`src/rtl/seq_divider_pkg.sv`:
```
// rtl/seq_divider_pkg.sv - shared widths, state encoding and count sizing for seq_divider
package seq_divider_pkg;

  localparam int DIVIDEND_W = 6;
  localparam int DIVISOR_W  = 3;
  localparam int COUNT_W    = $clog2(DIVIDEND_W + 1);

  typedef enum logic [1:0] {
    IDLE = 2'd0,
    RUN  = 2'd1,
    DONE = 2'd2
  } state_t;

  function automatic int count_width(input int dividend_w);
    return $clog2(dividend_w + 1);
  endfunction

endpackage

```
`src/rtl/seq_divider_div_step.sv`:
```
// rtl/seq_divider_div_step.sv - one combinational restoring-division step
module div_step #(
  parameter int DIVISOR_W = seq_divider_pkg::DIVISOR_W
) (
  input  logic [DIVISOR_W:0]   p,
  input  logic                 bit_in,
  input  logic [DIVISOR_W-1:0] divisor,
  output logic [DIVISOR_W:0]   p_next,
  output logic                 q_bit
);

  logic [DIVISOR_W+1:0] p_wide;
  logic [DIVISOR_W+1:0] dvs_wide;

  // p stays below divisor between steps, so its top bit is always zero;
  // carrying it through keeps the arithmetic exact without special cases.
  always_comb begin
    p_wide   = {p, bit_in};
    dvs_wide = {2'b00, divisor};
    q_bit    = (p_wide >= dvs_wide);
    p_next   = (DIVISOR_W + 1)'(q_bit ? (p_wide - dvs_wide) : p_wide);
  end

endmodule

```
`src/rtl/seq_divider.sv`:
```
// rtl/seq_divider.sv - sequential restoring divider, one quotient bit per clock
module seq_divider #(
  parameter int DIVIDEND_W = seq_divider_pkg::DIVIDEND_W,
  parameter int DIVISOR_W  = seq_divider_pkg::DIVISOR_W
) (
  input  logic                  clk,
  input  logic                  rst_n,
  input  logic                  start,
  input  logic [DIVIDEND_W-1:0] dividend,
  input  logic [DIVISOR_W-1:0]  divisor,
  output logic                  busy,
  output logic                  done,
  output logic [DIVIDEND_W-1:0] quotient,
  output logic [DIVISOR_W-1:0]  remainder,
  output logic                  div_by_zero
);

  import seq_divider_pkg::*;

  localparam int CNT_W = count_width(DIVIDEND_W);

  state_t                state, state_next;
  logic [DIVIDEND_W-1:0] dvd_sh;
  logic [DIVISOR_W-1:0]  dvs;
  logic [DIVISOR_W:0]    p;
  logic [CNT_W-1:0]      count;
  logic [DIVISOR_W:0]    step_p;
  logic                  step_q;
  logic                  accept;

  assign accept = start && (state != RUN);

  div_step #(.DIVISOR_W(DIVISOR_W)) u_step (
    .p       (p),
    .bit_in  (dvd_sh[DIVIDEND_W-1]),
    .divisor (dvs),
    .p_next  (step_p),
    .q_bit   (step_q)
  );

  always_ff @(posedge clk) begin
    if (!rst_n) begin
      state <= IDLE;
    end else begin
      state <= state_next;
    end
  end

  always_comb begin
    state_next = state;
    case (state)
      IDLE, DONE: begin
        if (start) begin
          state_next = (divisor == '0) ? DONE : RUN;
        end else begin
          state_next = IDLE;
        end
      end
      RUN: begin
        if (count == CNT_W'(1)) begin
          state_next = DONE;
        end
      end
      default: state_next = IDLE;
    endcase
  end

  always_comb begin
    busy = (state == RUN);
    done = (state == DONE);
  end

  // Quotient bits enter the dividend register from the bottom as dividend
  // bits leave the top, so after the last step it holds the quotient.
  always_ff @(posedge clk) begin
    if (!rst_n) begin
      dvd_sh      <= '0;
      dvs         <= '0;
      p           <= '0;
      count       <= '0;
      quotient    <= '0;
      remainder   <= '0;
      div_by_zero <= 1'b0;
    end else if (accept) begin
      if (divisor != '0) begin
        dvd_sh      <= dividend;
        dvs         <= divisor;
        p           <= '0;
        count       <= CNT_W'(DIVIDEND_W);
        div_by_zero <= 1'b0;
      end else begin
        quotient    <= '1;
        remainder   <= '0;
        div_by_zero <= 1'b1;
      end
    end else if (state == RUN) begin
      p      <= step_p;
      dvd_sh <= {dvd_sh[DIVIDEND_W-2:0], step_q};
      count  <= count - CNT_W'(1);
      if (count == CNT_W'(1)) begin
        quotient  <= {dvd_sh[DIVIDEND_W-2:0], step_q};
        remainder <= step_p[DIVISOR_W-1:0];
      end
    end
  end

endmodule
```
`config.mk`:
```
export PLATFORM = sky130hd
export DESIGN_NAME = seq_divider
export DESIGN_NICKNAME = d
export VERILOG_FILES = /design/src/rtl/seq_divider_pkg.sv /design/src/rtl/seq_divider_div_step.sv /design/src/rtl/seq_divider.sv
export SDC_FILE = /design/constraint.sdc
export NUM_CORES = 1
export LEC_CHECK = 0
export CAP_MARGIN = 5
export CELL_PAD_IN_SITES_DETAIL_PLACEMENT = 1
export CELL_PAD_IN_SITES_GLOBAL_PLACEMENT = 2
export CORE_MARGIN = 5
export CORE_UTILIZATION = 32
export DETAILED_ROUTE_END_ITERATION = 10
export GPL_ROUTABILITY_DRIVEN = 1
export GPL_TIMING_DRIVEN = 0
export PLACE_DENSITY_LB_ADDON = 0.05
export SETUP_SLACK_MARGIN = 0.5
export SYNTH_ARGS = -nofsm -noshare
export SYNTH_HDL_FRONTEND = slang
export SYNTH_SLANG_ARGS = --single-unit
```
`constraint.sdc`:
```
create_clock -name clk -period 2.1 [get_ports clk]
set_clock_uncertainty 0.05 [all_clocks]
set_input_delay 0.21 -clock clk [delete_from_list [all_inputs] [get_ports clk]]
set_output_delay 0.21 -clock clk [all_outputs]
set_load 0.02 [all_outputs]
```
==> results of run 1 <==
-- tightest hold or removal path, delay by kind of cell --
| kind | cells | cell delay, ps |
|---|---|---|
| buffers and inverters | 1 | 170 |
| AND/OR/NAND/NOR | 1 | 80 |
| AO/OA/AOI/OAI | 1 | 120 |
-- cells in the mapped netlist (2+ instances only) --
library cell	instances
a211oi_1	3
nand2_1	21
nor2_1	13
nor3b_1	2
o211ai_1	2
nor2b_1	4
o311ai_1	2
nand3_1	7
a311oi_2	5
nand2b_1	2
a21oi_1	4
a211oi_2	2
inv_1	13
dfxtp_1	28
o31ai_1	4
ha_1	5
buf_6	4
a21boi_0	2
and2_1	3
o21a_1	3
nor3_1	6
clkbuf_1	2
a21o_1	2
a22oi_1	3
nor3_2	3
-- worst paths after layout --
kind | startpoint | endpoint | slack (ps) | cells after the start
worst max-delay path | dvs[1]$_SDFFE_PN0P_ | p[2]$_SDFFE_PN0P_ | 460 | 6
worst max register to register | dvs[1]$_SDFFE_PN0P_ | p[2]$_SDFFE_PN0P_ | 460 | 6
worst min register to register | div_by_zero$_SDFFE_PN0P_ | div_by_zero$_SDFFE_PN0P_ | 410 | 2
worst min-delay path | divisor[2] | dvs[2]$_SDFFE_PN0P_ | 280 | 3
-- power by group --
| group | internal (mW) | switching [mW] |
|---|---|---|
| logic | 0.220 | 0.252 |
| registers | 0.571 | 0.0333 |
| clock network | 0.255 | 0.175 |
| total | 1.05 | 0.460 |
-- through the flow --
stage	total power [mW]	setup slack, ps	hold WS (ps)	util
floorplan	0.8670	526.9	320.8	-
global placement	0.9755	60.48	395.8	0.4085
detailed placement	0.9887	55.56	398.3	0.4085
CTS	1.473	409.0	416.1	0.4462
global route	1.568	416.7	291.3	0.4679
finish	1.506	463.8	284.8	0.4679
-- state kept, by name, indices dropped and copies added, names as in the netlist --
name         flops
remainder        3
dvs              3
dvd_sh           6
count            3
p                4
div_by_zero      1
quotient         6
state            2
-- layout make-up --
class                      count  area, um^2  share of cell area
sequential                    28       568.0              0.2732
clock buffer                   3       41.29             0.01986
buffer                         7       60.06             0.02888
clock inverter                 1       30.03             0.01444
tap                           52       65.06             0.03129
multi-input combinational    115       949.7              0.4567
inverter                      15       58.81             0.02828
timing repair buffer          33       306.5              0.1474
-- cells by family after synthesis --
| logic type | share of synthesized area |
|---|---|
| flip-flops | 0.3758 |
| AND/OR/NAND/NOR | 0.2240 |
| buffers and inverters | 0.07886 |
| multiplexers | 0.006712 |
| XOR/XNOR | 0.01175 |
| AO/OA/AOI/OAI | 0.2475 |
| adder cells (fa/ha/maj) | 0.05537 |
-- metal layers --
| metal | GRT usage | vias to the layer above | wire [um] |
|---|---|---|---|
| met5 | 0 | - | 0 |
| met4 | 0.03671 | 0 | 48 |
| met3 | 0.01945 | 5 | 98 |
| met2 | 0.2363 | 20 | 2067 |
| met1 | 0.1934 | 650 | 2011 |
| li1 | - | 663 | - |
-- what timing repair did --
action,in CTS,in global routing
setup buffers,5,4
pin swaps,6,12
cloned,0,1
resized for setup,21,19
setup endpoints to repair,16,15
==> impl_metrics.ini, run 1 <==
[floorplan]
die_x_um = 78.27
ios = 24
fp.dieH_um = 78.27
start_util = 0.3356
rows = 24
dieArea_um2 = 6126
core-area_um2 = 4444

[grt]
antenna_found_initial = 0
grt_pass1_vias = 1376
grt_max_degree = 17
track_usage = 0.1419
overflow = 0
grt_pass1_wl_um = 6948

[synth]
ys_seq_area_frac = 0.3758
synth_fp_nets = 183
netlist_area_um2 = 1491
yosysUniqueCellTypes = 45
postSynth.asyncResetShare = 0
synth_cells = 165
ys_warn_count = 0
synth_seq_cells = 28
netlist_top_cells_area = dfxtp_1, nand2_1, a311oi_2
ys.flop_type = dfxtp_1
synth_top_area_frac = 0.3758
synth.avg_cell_area_um2 = 9.039
synth-edff-count = 0
yosys.area.top_type = dfxtp_1

[critical_path]
worstPathCellList = inv_2 -> ha_4 -> and2_4 -> o31ai_4 -> nand2_2 -> o311ai_2
cp-end-kind = flop
path_buf_inv = 1
cp-start-kind = flop
crit_fanout = 4
max_stage_delay_ps = 360
crit_path_top_delay_cell = dfxtp_2
critPathArrivalTime_ps = 1770
cp_top_family = compound AO/OA/AOI/OAI gates
crit_type = reg2reg
cp.required_ps = 2230

[clock_tree]
clk_pin_slew_ps = 110
cts_sinks = 28
htreeDepth = 1
clockBufferDepth = 2
cts_buffers = 3
clock-root-buffer = clkbuf_8
hold_buffers = 0
cts_tree = yes
clk_latency_ps = 280

[cells_and_area]
nNetsFinal = 221
final_common_cell = dfxtp_1
syn2layout_area_growth_pct = 39.43
drive_above_1_share = 0.3168
nFillCells = 512
fin_cells = 254
antenna_cells = 0
stdcell_area_um2 = 2079
layout_common_cells = dfxtp_1, nand2_1, clkdlybuf4s50_1

[place]
dpl_cell_area_um2 = 1815
place_hpwl_um = 3124
io_buffers = 23
gp_congestion = 0.8455
dp.cells = 240

[sta]
worst_slew_pin_slew_ps = 626.9
setup_viol = 0
fin_setup_tns_ps = 0
max_freq_mhz = 611.2
final-hold-violation-count = 0
rsz0062_at_grt = true
period_minus_slack_ps = 1636
final.period_utilization = 0.7792
slew_headroom = 0.5821
slew_violations = 0

[routing]
drc = 0
num_vias = 1338
firstDrtPassIters = 2
routed_via_density = 5.268
drt_iter0_markers = 33
wl_per_cell_um = 16.64
drtAntennaViolNets = 0
wl_um = 4226

[pwr]
cellPowerDensity_nw_per_um2 = 724.2
irDropWorstVdd_mv = 0.3234
p_leak_nw = 0.7984

[run]
drv_cap = 0

[worst_hold_path]
hp-class = in2reg

[run_status]
status = finished, final reports clean
Note: power is estimated with default switching activity, not from simulation.
==> run 2, diff against run 1 <==
==> constraint.sdc (replaced) <==
create_clock -name clk -period 1.7 [get_ports clk]
set_clock_uncertainty 0.05 [all_clocks]
set_input_delay 0.17 -clock clk [delete_from_list [all_inputs] [get_ports clk]]
set_output_delay 0.17 -clock clk [all_outputs]
set_load 0.02 [all_outputs]
==> run 2 against run 1 <==
Clock power up 25%. Die area is the same. Sequential share of layout area fell by 3.4 points. Via count is 6.4% higher. Cell area rose by 17%. Flip-flop and latch count did not move.
==> impl_metrics.ini, run 2 (synthesis gave the netlist of run 1 again) <==
[clock_tree]
clockBufferDepth = 2
hold_buffers = 0
cts_sinks = 28
clock-root-buffer = clkbuf_8
clk_pin_slew_ps = 100
cts_tree = yes
cts_buffers = 3
clk_latency_ps = 280
htreeDepth = 1

[place]
io_buffers = 23
gp_congestion = 0.8024
place_hpwl_um = 3293
preCtsSetupSlack_ps = -195.5
dp.cells = 240

[cells_and_area]
top_regs = dvd_sh: 6 flops, quotient: 6 flops, p: 4 flops
nFillCells = 489
drive_above_1_share = 0.5209
nNetsFinal = 234
fin_util = 0.5493
syn2layout_area_growth_pct = 63.67
layout_common_cells = dfxtp_1, buf_4, nor2_1
antenna_cells = 0
fin_cells = 267
final_common_cell = dfxtp_1

[routing]
firstDrtPassIters = 4
num_vias = 1424
drt_iter0_markers = 28
drc = 0
routed_via_density = 5.333
drtAntennaViolNets = 0
wl_per_cell_um = 18.09
wl_um = 4829

[sta]
worst_slew_pin_slew_ps = 399.3
period_minus_slack_ps = 1640
slew_headroom = 0.7338
fin_setup_tns_ps = 0
final-hold-violation-count = 0
whs_ps = 341.3
final.period_utilization = 0.9647
rsz0062_at_grt = true
max_freq_mhz = 609.8
setup_viol = 0
slew_violations = 0
setup_ws_ps = 60.05

[floorplan]
fp.dieH_um = 78.27
die_x_um = 78.27
rows = 24
dieArea_um2 = 6126
ios = 24
start_util = 0.3356
core-area_um2 = 4444

[pwr]
p_leak_nw = 0.9365
cellPowerDensity_nw_per_um2 = 827.8
irDropWorstVdd_mv = 0.4531

[grt]
grt_max_degree = 17
grt_pass1_vias = 1557
track_usage = 0.1601
antenna_found_initial = 0
grt_pass1_wl_um = 7797
overflow = 0

[critical_path]
cp-end-kind = flop
crit_type = reg2reg
cp.required_ps = 1830
critPathArrivalTime_ps = 1770
crit_fanout = 4
cp-start-kind = flop

[worst_hold_path]
hp-class = in2reg

[run_status]
status = finished, final reports clean

[run]
drv_cap = 0
==> run 2: changes by cell type in the layout (fill, tap and decap cells not counted), moves of 5 or more <==
| cell | before | now |
|---|---|---|
| clkdlybuf4s50_1 | 17 | 7 |
| buf_6 | 4 | 9 |
| clkdlybuf4s15_1 | 0 | 6 |
| nand2_1 | 20 | 12 |
| dfxtp_1 | 24 | 19 |
| buf_4 | 10 | 15 |
==> run 2: final timing paths <==
| kind | from | end | slack (ps) | cells past startpoint |
|---|---|---|---|---|
| worst max register to register | p[0]$_SDFFE_PN0P_ | quotient[0]$_SDFFE_PN0P_ | 60 | 5 |
| worst max-delay path | p[0]$_SDFFE_PN0P_ | quotient[0]$_SDFFE_PN0P_ | 60 | 5 |
| worst min register to register | quotient[4]$_SDFFE_PN0P_ | quotient[4]$_SDFFE_PN0P_ | 430 | 2 |
| worst min-delay path | divisor[2] | dvs[2]$_SDFFE_PN0P_ | 340 | 3 |
==> run 2: critical path: stages (launching register included) <==
cell and delay [ps]:
dfxtp_4 380, ha_4 240, and2_4 160, o31ai_4 310
nand2_2 140, o221a_4 270
==> run 2: stage by stage <==
step	area [um^2]	power [mW]
CTS	2235	1.912
finish	2441	2.021
global placement	1918	1.241
floorplan	1623	1.110
detailed placement	1918	1.266
global route	2441	2.125
==> run 2: timing repair <==
action	CTS	global route
gates cloned	2	0
buffers inserted	13	8
pin swaps	19	26
resized for setup	56	56
endpoints found under the setup margin	39	38
==> run 2: final cells by class <==
cell class                      count  area [um^2]  share of cell area
Tap cell                           52        65.06             0.02665
Sequential cell                    28        584.3              0.2394
Timing Repair Buffer               46        446.7              0.1830
Multi-Input combinational cell    115         1117              0.4577
Buffer                              7        80.08             0.03280
Clock inverter                      1        30.03             0.01230
Clock buffer                        3        41.29             0.01691
Inverter                           15        76.32             0.03127
==> run 2: per-layer routing <==
metal  vias to the layer above  wire (um)  track usage
met2                        24       2479       0.2877
met3                         6        131      0.02975
met5                         -          0            0
li1                        693          -            -
met4                         0         82      0.04720
met1                       701       2135       0.1940
==> run 2: where the power goes <==
group	switching, mW	total [mW]	internal, mW
registers	0.0542	0.760	0.706
clock network	0.220	0.536	0.315
logic	0.366	0.725	0.359
total	0.641	2.02	1.38
==> run 3, diff against run 2 <==
--- a/config.mk
+++ b/config.mk
@@ -15,6 +15,7 @@
 export GPL_TIMING_DRIVEN = 0
 export PLACE_DENSITY_LB_ADDON = 0.05
 export SETUP_SLACK_MARGIN = 0.5
+export SLEW_MARGIN = 10
 export SYNTH_ARGS = -nofsm -noshare
 export SYNTH_HDL_FRONTEND = slang
 export SYNTH_SLANG_ARGS = --single-unit
==> results of run 3 <==
Final layout, timing and power as in run 2 (identical DEF).
